## src/rtl/temp_poll_scheduler_if.sv

```systemverilog
// Handshake between the temperature poll scheduler and the I2C read controller.
// The scheduler is the master: it raises Go and consumes Done and the received bytes.
interface temp_poll_scheduler_if;
    logic       Go;
    logic       Done;
    logic       RxValid;
    logic [7:0] RxByte;

    modport master (
        output Go,
        input  Done,
        input  RxValid,
        input  RxByte
    );

    modport slave (
        input  Go,
        output Done,
        output RxValid,
        output RxByte
    );
endinterface

```

## src/rtl/temp_poll_scheduler.sv

```systemverilog
// Schedules periodic and on-demand reads of a 16-bit I2C temperature sensor,
// assembles the two received bytes and publishes Temp with alarm and error flags.
module temp_poll_scheduler #(
    parameter int PERIOD  = 1000,
    parameter int TIMEOUT = 200
) (
    input  logic                  clock,
    input  logic                  Reset,
    input  logic                  Enable,
    input  logic                  ReadNow,
    input  logic [15:0]           Threshold,
    temp_poll_scheduler_if.master i2c,
    output logic [15:0]           Temp,
    output logic                  TempValid,
    output logic                  Alarm,
    output logic                  Error
);

    localparam int PERIOD_W  = (PERIOD > 1)  ? $clog2(PERIOD)  : 1;
    localparam int TIMEOUT_W = (TIMEOUT > 1) ? $clog2(TIMEOUT) : 1;

    typedef enum logic [2:0] {
        IDLE,
        ISSUE,
        BUSY,
        UPDATE,
        FAULT
    } stateT;

    stateT                 state;
    stateT                 stateNext;
    logic                  pending;
    logic [PERIOD_W-1:0]   periodCnt;
    logic [TIMEOUT_W-1:0]  timeoutCnt;
    logic [1:0]            byteCnt;
    logic [15:0]           shadow;

    logic periodTick;
    logic request;
    logic consume;
    logic timedOut;
    logic fullWord;

    assign periodTick = Enable && (periodCnt == PERIOD_W'(PERIOD - 1));
    assign request    = ReadNow || periodTick;
    assign consume    = (state == IDLE) && pending;
    assign timedOut   = (timeoutCnt == TIMEOUT_W'(TIMEOUT - 1));
    assign fullWord   = (byteCnt == 2'd2);

    // NOTE: Reset is synchronous, so it is tested inside the clocked block and
    // is absent from the sensitivity list.
    always_ff @(posedge clock) begin
        if (!Reset) begin
            state <= IDLE;
        end else begin
            // NOTE: non-blocking assignment keeps every register sampling the
            // pre-edge values, independent of block ordering.
            state <= stateNext;
        end
    end

    always_comb begin
        // NOTE: defaults first, so no path through the case can infer a latch.
        stateNext = state;
        i2c.Go    = 1'b0;
        unique case (state)
            IDLE: begin
                if (pending) stateNext = ISSUE;
            end
            ISSUE: begin
                i2c.Go    = 1'b1;
                stateNext = BUSY;
            end
            BUSY: begin
                i2c.Go = 1'b1;
                // Done outranks the timeout when both land on the same cycle.
                if (i2c.Done)    stateNext = fullWord ? UPDATE : FAULT;
                else if (timedOut) stateNext = FAULT;
            end
            UPDATE:  stateNext = IDLE;
            FAULT:   stateNext = IDLE;
            default: stateNext = IDLE;
        endcase
    end

    // A request in the same cycle IDLE consumes pending must survive, so set wins.
    always_ff @(posedge clock) begin
        if (!Reset) begin
            pending <= 1'b0;
        end else if (request) begin
            pending <= 1'b1;
        end else if (consume) begin
            pending <= 1'b0;
        end
    end

    always_ff @(posedge clock) begin
        if (!Reset || !Enable) begin
            periodCnt <= '0;
        end else if (periodTick) begin
            periodCnt <= '0;
        end else begin
            periodCnt <= periodCnt + PERIOD_W'(1);
        end
    end

    // Byte assembly and timeout tracking for the transaction in flight.
    always_ff @(posedge clock) begin
        if (!Reset) begin
            byteCnt    <= 2'd0;
            timeoutCnt <= '0;
            // NOTE: shadow is an ordinary register, not a memory, so it is
            // reset with the rest of the state.
            shadow     <= 16'h0000;
        end else begin
            case (state)
                ISSUE: begin
                    byteCnt    <= 2'd0;
                    timeoutCnt <= '0;
                end
                BUSY: begin
                    timeoutCnt <= timeoutCnt + TIMEOUT_W'(1);
                    if (i2c.RxValid) begin
                        if (byteCnt == 2'd0) shadow[15:8] <= i2c.RxByte;
                        if (byteCnt == 2'd1) shadow[7:0]  <= i2c.RxByte;
                        if (!fullWord)       byteCnt      <= byteCnt + 2'd1;
                    end
                end
                default: ;
            endcase
        end
    end

    // TempValid is registered so its pulse lines up with the new Temp value.
    always_ff @(posedge clock) begin
        if (!Reset) begin
            Temp      <= 16'h0000;
            TempValid <= 1'b0;
            Alarm     <= 1'b0;
            Error     <= 1'b0;
        end else begin
            TempValid <= 1'b0;
            case (state)
                UPDATE: begin
                    Temp      <= shadow;
                    TempValid <= 1'b1;
                    Error     <= 1'b0;
                    Alarm     <= ($signed(shadow) >= $signed(Threshold));
                end
                FAULT: begin
                    Error <= 1'b1;
                end
                default: ;
            endcase
        end
    end

endmodule

```

## src/flat_wrapper.sv

```systemverilog
// flat-port wrapper written by rule: the top's interface ports become plain ports
module temp_poll_scheduler_flat 
#(
    parameter int PERIOD  = 1000,
    parameter int TIMEOUT = 200
)
  (clock, Reset, Enable, ReadNow, Threshold, Temp, TempValid, Alarm, Error, i2c_Go, i2c_Done, i2c_RxValid, i2c_RxByte);
  temp_poll_scheduler_if i2c_i ();
  input  logic clock;
  input  logic Reset;
  input  logic Enable;
  input  logic ReadNow;
  input  logic [15:0] Threshold;
  output logic [15:0] Temp;
  output logic TempValid;
  output logic Alarm;
  output logic Error;
  output wire logic [$bits(i2c_i.Go)-1:0] i2c_Go;
  input wire logic [$bits(i2c_i.Done)-1:0] i2c_Done;
  input wire logic [$bits(i2c_i.RxValid)-1:0] i2c_RxValid;
  input wire logic [$bits(i2c_i.RxByte)-1:0] i2c_RxByte;
  assign i2c_Go = i2c_i.Go;
  assign i2c_i.Done = i2c_Done;
  assign i2c_i.RxValid = i2c_RxValid;
  assign i2c_i.RxByte = i2c_RxByte;
  temp_poll_scheduler #(.PERIOD(PERIOD), .TIMEOUT(TIMEOUT)) u_core (.clock(clock), .Reset(Reset), .Enable(Enable), .ReadNow(ReadNow), .Threshold(Threshold), .i2c(i2c_i), .Temp(Temp), .TempValid(TempValid), .Alarm(Alarm), .Error(Error));
endmodule
```

## config.mk

```make
export PLATFORM = sky130hd
export DESIGN_NAME = temp_poll_scheduler_flat
export DESIGN_NICKNAME = d
export VERILOG_FILES = /design/src/rtl/temp_poll_scheduler_if.sv /design/src/rtl/temp_poll_scheduler.sv /design/src/flat_wrapper.sv
export SDC_FILE = /design/constraint.sdc
export NUM_CORES = 1
export LEC_CHECK = 0
export ABC_CLOCK_PERIOD_IN_PS = 2130
export CORE_UTILIZATION = 53
export DETAILED_ROUTE_END_ITERATION = 8
export GPL_TIMING_DRIVEN = 1
export PLACE_DENSITY = 0.85
export SYNTH_ARGS = -nofsm -noshare
export SYNTH_HDL_FRONTEND = slang
export SYNTH_SLANG_ARGS = --single-unit
```

## constraint.sdc

```tcl
create_clock -name clock -period 2.13 [get_ports clock]
set_clock_uncertainty 0.1 [all_clocks]
set_input_delay 0.426 -clock clock [delete_from_list [all_inputs] [get_ports clock]]
set_output_delay 0.426 -clock clock [all_outputs]
set_load 0.02 [all_outputs]
```

; After elaboration in Yosys (flattened, before gate mapping)
; Index checks and enable logic that the tools add are counted.
[word_totals]
register_bits = 59
latch_bits = 0
ram_bits = 0
rom_bits = 0
inputBits = 30
wordCells = 58
n_memories = 0
[op_classes]
addsub = 3
n_mul = 0
n_div = 0
order_cmp = 1
eq_ne = 12
shifts = 0
n_mux = 14
n_bitwise = 0
n_reduce_logical = 17
[ops]
columns = op, count
row1 = $ge 16x16->1, 1
row2 = $pmux 8 s2, 1
row3 = $mux 3, 4
row4 = $add 10x1->10 const B, 1
row5 = $eq 10x10->1 const B, 1
row6 = $pmux 3 s3, 1
row7 = $reduce_and 3->1, 3
row8 = $add 8x1->8 const B, 1
row9 = $eq 8x8->1 const B, 1
row10 = $eq 3x2->1 const B, 2
row11 = $reduce_bool 2->1, 3
row12 = $mux 1, 4
row13 = $mux 2, 2
row14 = $ne 2x2->1 const B, 2
row15 = $pmux 2 s2, 1
row16 = $reduce_or 2->1, 2
row17 = $eq 3x1->1 const B, 1
row18 = $eq 3x3->1 const B, 1
row19 = $logic_not 3->1, 1
row20 = $ne 3x2->1 const B, 1
row21 = $add 2x1->2 const B, 1
row22 = $eq 2x1->1 const B, 1
row23 = $eq 2x2->1 const B, 1
row24 = $logic_and 1x1->1, 2
row25 = other kinds (6), 8

; Longest topological paths before layout
[depth]
ltp_word = 4
depth_mapped = 7
mapped_depth_nobuf = 7

; Worst setup path before layout
; OpenSTA, ideal clock, no wires.
[synth_timing]
path_kind = input-to-reg
startpoint = in Threshold[1]
endpoint = reg u_core.Alarm
setup_time_ps = 91
arrival_time_ps = 1668
t_required_ps = 1939
slack_ps = 271
stages = 7
path_buffers = 0
cell_sequence = inv_1 ha_1 nor2b_1 o211ai_1 a21boi_2 or3_1 a311oi_1
[synth_between]
elab_chain_cells = 1
[synth_lines]
columns = element, line
row1 = from (decl), flat_wrapper.sv:13  ; input logic [15:0] Threshold;
row2 = $ge 16x16->1, temp_poll_scheduler.sv:148  ; Alarm <= ($signed(shadow) >= $signed(Threshold));
row3 = to (signal assigned), temp_poll_scheduler.sv:148
row4 = to (decl), temp_poll_scheduler.sv:15  ; output logic Alarm,
; Every way passes these cells.
; A chain may end at the register's enable or synchronous reset.

; Worst setup path in the final report
[layout_timing]
startpoint = in Threshold[5]
endpoint = reg u_core.Alarm
; The elaborated chain is that of the path after synthesis.

==> metrics.csv <==
metric;value;unit
yosysTopAreaCell;dfxtp_1;
cts_tree;done;
n_antenna_cell;0;
synth_area;0.00293;mm²
cap_violations;0;
clk_latency;0.33;ns
synth-seq-area-share;40.3;%
placed_cell_area;0.00357;mm²
p_leak;1.64;nW
syn-instance-count;321;
die_area;0.00583;mm²
endpoint_kind;flip-flop;
grt_pass1_wl;10500;µm
grtUsageTotal;22.9;%
fin_nets;438;
wl;6540;µm
first_pass_iters;4;
clock_path_buffers;2;
fp.coreArea;0.00520;mm²
synthFlopType;dfxtp_1;
synth_xor_area_share;1.79;%
antenna_found_initial;0;
synth_edf_count;0;
synth_commonest_cells;dfxtp_1 (59), nand2_1 (47), inv_1 (22), ha_1 (21), nor2b_1 (19);
worstMarginPinSlew;0.562;ns
cts_buffers;9;
htree_levels;3;
worstReg2RegEnd;u_core.Alarm;
hp-class;flip-flop to flip-flop;
start_util;56.3;%
remaining_drc_errors;0;
fillers;397;
layout-drive-gt1-share;12.5;%
gp_congestion;0.867;
max_stage_delay;0.46;ns
ys_warn_count;0;
clock.fmax;0.472;GHz
fp.dieH;76.4;µm
post_cts_buffers;0;
via_count;2472;
fin_area;0.00380;mm²
ys_async_sr_fraction;0;%
rows;26;
powerDensity;581;mW/mm²
cp-start-kind;input port;
path_buf_inv;2;
yosys.area_share.simple;24.9;%
hold_viol_final;0;
r2r-start;u_core.shadow[14];
period_needed;2.12;ns
path_class;input port to flip-flop;
vdd_drop_max;0.000490;V
vias_per_cell;5.35;
r2r_setup_slack;0.27;ns
setup_tns;0;ns
synthAdderAreaFrac;8.97;%
synth_area_per_cell;9.13;µm²
rr_worst_depth;7;
cts_root_buffer;clkbuf_8;
crit_family;compound AO/OA/AOI/OAI gates;
grt_pass1_vias;2343;
drt_iter0_drc;99;
ios;50;
arrival;2.27;ns
synth_area_leaders;dfxtp_1 (40%), ha_1 (9.0%), nand2_1 (6.0%), mux2i_1 (5.8%), a21boi_0 (4.1%);
ys_types;46;
path_cells;clkdlybuf4s50_1 > inv_1 > ha_1 > a21oi_2 > o21ai_0 > a21o_1 > or3_1 > a311oi_2;
worstHoldPathCells;2;
drv_slew;0;
register_area;0.00118;mm²
numPortBuffers;49;
worstHoldStart;u_core.Temp[15];
synth_compound_area_share;13.1;%
ys_ff_latch;59;
multi_input_comb_area;0.00166;mm²
cp.required;2.28;ns
area_growth;29.8;%
slew_headroom;62.4;%
synth_top_family_by_area;simple AND/OR/NAND/NOR gates;
synth_top_area_share;40.3;%
synth.most_common_cell;dfxtp_1;
status;completed;
grt_max_degree;20;
grt-ovfl-total;0;
cp_slowest_cell;clkdlybuf4s50_1;
period_share;99.6;%
hold_end;u_core.Temp[15];
muxShareOfSynthArea;5.81;%
ant_nets;0;
die_w;76.4;µm
worst-path-max-fanout;2;
cts.sinks;59;
clkSlewWorstSetupHoldPaths;0.06;ns
place_hpwl;4660;µm
setup_viol;0;
wire_per_inst;14.2;µm
syn_nets;372;
sequential cells by signal, indices dropped and copies added, names as in the netlist:
name and flops:
u_core.Alarm 1, u_core.Error 1, u_core.shadow 16, u_core.timeoutCnt 8, u_core.Temp 16, u_core.byteCnt 2, u_core.pending 1, u_core.TempValid 1
u_core.state 3, u_core.periodCnt 10
layout make-up:
class,instances,area share [%]
flip-flops and latches,59,31.1
well taps,70,2.30
repair buffers,66,16.4
inverters,22,2.17
clock buffers,14,4.28
clock inverters,2,0.263
multi-input cells,229,43.5
worst register-to-register path: stages, from the launching register on:
cell and delay [ns]:
dfxtp_1 0.44, ha_4 0.24, nand4_1 0.13, buf_4 0.13, nor2_1 0.05, a21o_1 0.17, or3_1 0.34, a311oi_2 0.19
kinds of logic after synthesis:
family,after synthesis
AND/OR/NAND/NOR,127
multiplexers,17
AO/OA/AOI/OAI,58
flip-flops,59
adder cells (fa/ha/maj),21
buffers and inverters,33
XOR/XNOR,6
worst max path at each step:
stage | start | end | slack [ns] | depth (start not counted)
3_5_place_dp | Threshold[5] | u_core.Alarm | -0.39 | 8
5_1_grt | Threshold[5] | u_core.Alarm | -0.008 | 8
3_3_place_gp | Threshold[5] | u_core.Alarm | -0.30 | 8
6_report | Threshold[5] | u_core.Alarm | 0.009 | 8
4_1_cts | Threshold[11] | u_core.Alarm | 0.02 | 8
2_1_floorplan | Threshold[1] | u_core.Alarm | 0.27 | 7
metal layers:
layer  track usage (%)  vias up  routed length, µm
met1              27.5     1155               2930
met5                 0        -                  0
met2              38.4       60               3120
met4              8.08        0                176
li1                  -     1238                  -
met3              7.31       19                311
layout by cell type (no fill, tap or decap), drive strengths merged, types with 2 or more instances in the layout:
master         instances
a21boi                21
a21o                   3
a21oi                 10
and2                   7
and3                   2
buf                   17
clkbuf                14
clkdlybuf4s50         45
clkinv                 2
dfxtp                 59
dlymetal6s2s           3
ha                    21
inv                   22
mux2i                 17
nand2                 47
nand3                  8
nand4                  9
nor2                  14
nor2b                 19
nor3                   2
nor3b                  2
nor4                   2
o211ai                 4
o21ai                 14
or3                    7
or4                    2
xor2                   5
timing repair:
action	CTS	global route
resized for setup	4	10
pin swaps	1	7
hold buffers	0	0
setup endpoints to repair	2	1
per-stage QoR:
stage          setup slack [ns]  hold slack [ns]  util [%]  power [mW]  instances
2_1_floorplan             0.271            0.318         -        1.24        321
3_3_place_gp             -0.297            0.330      68.5        1.33        446
3_5_place_dp             -0.395            0.346      68.5        1.34        446
4_1_cts                  0.0172            0.355      72.1        2.23        462
5_1_grt                -0.00823            0.383      73.1        2.31        462
6_report                0.00925            0.353      73.1        2.21        462
where the power goes:
group          internal, mW  switching, mW
registers              1.11         0.0112
logic                 0.109         0.0893
clock network         0.483          0.403
Power figures use the tool's default switching activity.
==> RTL change 1 (config.mk and constraints unchanged) <==
`TIMEOUT` is set to 200 in 2 places; all go to 100.
--- a/src/rtl/temp_poll_scheduler.sv
+++ b/src/rtl/temp_poll_scheduler.sv
@@ -4,3 +4,3 @@
     parameter int PERIOD  = 1000,
-    parameter int TIMEOUT = 200
+    parameter int TIMEOUT = 100
 ) (
--- a/src/flat_wrapper.sv
+++ b/src/flat_wrapper.sv
@@ -4,3 +4,3 @@
     parameter int PERIOD  = 1000,
-    parameter int TIMEOUT = 200
+    parameter int TIMEOUT = 100
 )
Check against the original RTL: same outputs for any inputs over 10 cycles, from zero or initial values and one cycle with Reset low; that may be too few to reach the edited logic, so the function may still have changed.
==> RTL change 1 against the original RTL <==
Global-route usage grew 0.36 points. Sequential cell count shrank 1. Wire length shrank 9.5%. Power grew 5.0%. First-iteration DRC count grew 16%. Worst hold slack lost 0.00073 ns. Synthesized cell count shrank 3.1%. Final area shrank 4.6%. Area after synthesis shrank 5.2%. Setup slack gained 0.092 ns. Highest routed layer unchanged.
==> RTL change 1: results (changes against the original RTL) <==
{| class="wikitable"
! Metric !! Value
|-
| RD Place Congestion || 0.847 (-2.3%)
|-
| Number of nets in the synthesized netlist || 362 (-2.7%)
|-
| Worst Path Arrival || 1.50 ns (-0.77 ns)
|-
| Multiplexer fraction of the synthesized cell area || 7.21% (+1.4 points)
|-
| Post-synthesis compound-gate area fraction || 11.3% (-1.8 points)
|-
| Post-cts repair resize count || 2 (-2)
|-
| Post-CTS repair timing setup buffer count || 0 (unchanged)
|-
| IO Port Bufs || 49 (unchanged)
|-
| Global-route wire length before repair || 9.56 mm (-8.7%)
|-
| Slowest-stage cell, CP || sky130_fd_sc_hd__dfxtp_1
|-
| Vias per cell || 5.13 (-4.1%)
|-
| Average cell area after synthesis || 8.93 um2 (-2.2%)
|-
| Violation count after the first detailed-routing iteration || 115 (+16%)
|-
| Total routed wirelength || 5.92 mm (-9.5%)
|-
| Fraction of synthesized cell area in xor and xnor cells || 2.52% (+0.73 points)
|-
| Number of placed instances, taps included || 432 (-3.1%)
|-
| Largest net degree at the start of global routing || 16 (-20%)
|-
| Synthesis Warnings || 0 (unchanged)
|-
| Non-filler cells, final || 448 (-3.0%)
|-
| Share of the yosys chip area belonging to registers || 41.8% (+1.5 points)
|-
| Proportion of register bits with asynchronous set or reset after synthesis || 0% (unchanged)
|-
| Ant. Diodes || 0 (unchanged)
|-
| Leakage dissipation || 1.54 nW (-6.1%)
|-
| Leading cell types by total area after synthesis || sky130_fd_sc_hd__dfxtp_1, sky130_fd_sc_hd__ha_1, sky130_fd_sc_hd__mux2i_1
|-
| Number of unique standard cell types used by synthesis || 38 (-17%)
|-
| Number of global-route vias before repair || 2,249 (-4.0%)
|-
| Max clock buf depth || 2 (unchanged)
|-
| Highest net fanout along the worst path || 6 (+4)
|-
| Class of the most critical hold timing path || register to register
|-
| H-Tree Depth || 3 (unchanged)
|-
| Slew at the pin closest to its max-slew limit || 0.387 ns (-0.175 ns)
|-
| Total GRT Usage || 23.3% (+0.36 points)
|-
| Synthesized-area fraction occupied by adder cells || 9.46% (+0.49 points)
|-
| Biggest registers after layout || u_core.Temp (16), u_core.shadow (16), u_core.periodCnt (10)
|-
| Largest delay contributor family on the critical path || flip-flops
|-
| Post-layout net count || 427 (-2.5%)
|-
| Top cells by instance count after synthesis || sky130_fd_sc_hd__dfxtp_1, sky130_fd_sc_hd__nand2_1, sky130_fd_sc_hd__inv_1, sky130_fd_sc_hd__ha_1, sky130_fd_sc_hd__nor2b_1
|-
| Worst IR drop on VDD || 0.491 mV (+0.24%)
|-
| Outcome || finished clean
|-
| Number of detailed-routing iterations run before antenna repair || 6 (+2)
|-
| Largest stage delay on the critical path || 0.45 ns
|-
| DP HPWL || 4.28 mm (-8.0%)
|-
| Share of cells above drive strength 1 || 8.92% (-3.6 points)
|}
[RTL change 1: changes by cell type in the layout (fill, tap and decap cells not counted), sizes merged, moves of 3 or more]
cell	change
mux2i	+3
or3	-5
buf	-3
dlymetal6s2s	-3
clkdlybuf4s50	+3
o21ai	-9
nand3	+3
nand4	-3
[RTL change 1: final timing paths]
path,from,end,slack (ns),cells after the start
worst max-delay path,u_core.state[2]$_SDFFE_PN0P_,i2c_Go,0.10,4
worst min-delay path,u_core.periodCnt[0]$_SDFF_PP0_,u_core.periodCnt[0]$_SDFF_PP0_,0.35,1
worst max register to register,u_core.state[1]$_SDFFE_PN0P_,u_core.timeoutCnt[6]$_SDFFE_PN0P_,0.38,5
worst min register to register,u_core.periodCnt[0]$_SDFF_PP0_,u_core.periodCnt[0]$_SDFF_PP0_,0.35,1
[RTL change 1: per-layer routing]
metal	track usage, %	share of wire, %
met1	26.0	44
met3	5.96	4.3
met2	40.3	49
met4	12.8	2.5
met5	0	0
[RTL change 1: power by group]
part / internal, mW / total [mW] / switching [mW]
clock: 0.602 / 1.03 / 0.430
combinational: 0.103 / 0.181 / 0.0782
sequential: 1.10 / 1.11 / 0.0102
[RTL change 1: stage by stage]
step	cell area [um2]	hold slack (ns)	total power, mW	setup TNS, ns	setup slack [ns]
floorplan	2780	0.318	1.21	0	0.384
global placement	3420	0.332	1.30	-0.139	-0.139
detailed placement	3420	0.344	1.31	-0.196	-0.196
CTS	3630	0.355	2.34	0	0.0950
global route	3630	0.382	2.41	0	0.0148
finish	3630	0.352	2.32	0	0.101
[RTL change 1: area by class of cell]
cell class / instances / area (um2)
clock buffer: 12 / 155
clock inverter: 4 / 50.0
fill: 366 / 1250
inverter: 23 / 86.3
multi-input combinational: 221 / 1500
sequential: 58 / 1160
tap: 67 / 83.8
timing repair buffer: 63 / 594
==> RTL change 2 (config.mk and constraints unchanged) <==
Without the edit above. Add an input register stage for `Enable`, `ReadNow` and `Threshold`, without a reset; this delays them by one clock. The other inputs are not delayed to match.
--- a/src/rtl/temp_poll_scheduler.sv
+++ b/src/rtl/temp_poll_scheduler.sv
@@ -29,2 +29,12 @@
 
+    logic Enable_q;
+    logic ReadNow_q;
+    logic [15:0] Threshold_q;
+
+    always_ff @(posedge clock) begin
+        Enable_q    <= Enable;
+        ReadNow_q   <= ReadNow;
+        Threshold_q <= Threshold;
+    end
+
     stateT                 state;
@@ -43,4 +53,4 @@
 
-    assign periodTick = Enable && (periodCnt == PERIOD_W'(PERIOD - 1));
-    assign request    = ReadNow || periodTick;
+    assign periodTick = Enable_q && (periodCnt == PERIOD_W'(PERIOD - 1));
+    assign request    = ReadNow_q || periodTick;
     assign consume    = (state == IDLE) && pending;
@@ -97,3 +107,3 @@
     always_ff @(posedge clock) begin
-        if (!Reset || !Enable) begin
+        if (!Reset || !Enable_q) begin
             periodCnt <= '0;
@@ -147,3 +157,3 @@
                     Error     <= 1'b0;
-                    Alarm     <= ($signed(shadow) >= $signed(Threshold));
+                    Alarm     <= ($signed(shadow) >= $signed(Threshold_q));
                 end
Check against the original RTL: not equivalent (Yosys sat finds a counterexample within 4 cycles, from zero or initial values and one cycle with Reset low).
==> RTL change 2 against the original RTL <==
Via count fell by 1.3%. Area after synthesis increased by 9.1%. Critical path depth decreased by 3. Final area up 4.1%. Wire length down 4.7%. Count of clock-buffer cells in the layout fell by 1. Critical endpoint is now i2c_Go. Power rose by 19%. Setup slack better by 0.17 ns. Sequential cell count rose by 18. Die area increased by 8.8%. Highest routed layer unchanged. Non-clock buffer count decreased by 11. Worst hold slack better by 0.0025 ns. Cell count up 1.9%.
==> RTL change 2: results (changes against the original RTL) <==
{| class="wikitable"
! Metric !! Value
|-
| Leading cell types by total area after synthesis || sky130_fd_sc_hd__dfxtp_1, sky130_fd_sc_hd__ha_1, sky130_fd_sc_hd__nand2_1
|-
| Worst hold endpoint || u_core.periodCnt[0]$_SDFF_PP0_
|-
| Number of placed instances, taps included || 455 (+2.0%)
|-
| Via total after detailed routing || 2,439 (-1.3%)
|-
| Worst Setup Slack post-DPL || 0.114 ns (+0.508 ns)
|-
| Critical path destination || i2c_Go
|-
| Launch point of the worst reg-to-reg path || u_core.shadow[15]$_SDFFE_PN0P_
|-
| Headroom to the max-slew limit || 58.2% (-4.2 points)
|-
| Routed length per instance || 13.2 um (-6.6%)
|-
| Reported clock group power || 1.01 mW (+14%)
|-
| Int Pwr || 2.04 mW (+19%)
|-
| Smallest hold slack || 0.355 ns (+0.00246 ns)
|-
| Worst Setup SP || u_core.state[1]$_SDFFE_PN0P_
|-
| Sw power || 0.597 mW (+19%)
|-
| Total routed wirelength || 6.23 mm (-4.7%)
|-
| RD Place Congestion || 0.792 (-8.6%)
|-
| Multiplexer fraction of the synthesized cell area || 5.32% (-0.48 points)
|-
| Violation count after the first detailed-routing iteration || 136 (+37%)
|-
| Combinational fraction of design power || 5.5% (-3.5 points)
|-
| DP HPWL || 4.61 mm (-0.94%)
|-
| Outcome || finished clean
|-
| Global-route wire length before repair || 10.6 mm (+1.1%)
|-
| Slowest-stage cell, CP || sky130_fd_sc_hd__dfxtp_1
|-
| Total GRT Usage || 22.2% (-0.72 points)
|-
| Mapped Cells || 338 (+5.3%)
|-
| Placed cell areas || 3790 um2 (+6.1%)
|-
| Met1 Routed Length || 2.96 mm (+0.89%)
|-
| Clock latency on the worst-skew pair || 0.35 ns (+0.02 ns)
|-
| Synthesized-area fraction occupied by adder cells || 8.22% (-0.74 points)
|-
| Number of global-route vias before repair || 2,346 (+0.13%)
|-
| Post-layout net count || 445 (+1.6%)
|-
| GRT met3 Usage || 5.26% (-2.0 points)
|-
| Top cells by instance count after synthesis || sky130_fd_sc_hd__dfxtp_1, sky130_fd_sc_hd__nand2_1, sky130_fd_sc_hd__inv_1, sky130_fd_sc_hd__ha_1, sky130_fd_sc_hd__nor2b_1
|-
| Worst path setup slack after routing || 0.184 ns (+0.174 ns)
|-
| Cells on worst reg2reg path || 5 (-2)
|-
| Routing usage on met2 || 34.8% (-3.6 points)
|-
| Worst Hold Path Cells || 1 (-1)
|-
| Post-synthesis compound-gate area fraction || 11.2% (-1.9 points)
|-
| Share of the yosys chip area belonging to registers || 48.2% (+7.9 points)
|-
| Worst Min Path Start || u_core.periodCnt[0]$_SDFF_PP0_
|-
| Met1 usage in global routing || 28.7% (+1.2 points)
|-
| Amount of wire on met2 after detailed routing || 2.89 mm (-7.5%)
|-
| Register-to-Register Setup Slack || 0.33 ns (+0.06 ns)
|-
| Largest net degree at the start of global routing || 35 (+75%)
|}
[RTL change 2: cell count changes after synthesis, sizes merged, moves of 3 or more]
cell   delta
o21ai     -6
dfxtp    +18
nand3     +3
and3      +4
o21a      +4
nor2      +3
or3       -4
[RTL change 2: timing repair]
item | in CTS | in global routing
gates resized for setup | 1 | 2
pin swaps | 0 | 0
setup endpoints to repair | 1 | 1
[RTL change 2: layout make-up]
class / count / area (um2)
clock buffer: 13 / 159
clock inverter: 3 / 20.0
fill: 441 / 1680
inverter: 23 / 86.3
multi-input combinational: 228 / 1520
sequential: 77 / 1540
tap: 72 / 90.1
timing repair buffer: 55 / 543
[RTL change 2: critical path, delay by kind of cell (launching register included)]
family | cells | cell delay (ns)
DFF | 1 | 0.38
and+or+nand+nor | 3 | 0.47
buffers and inverters | 2 | 0.21
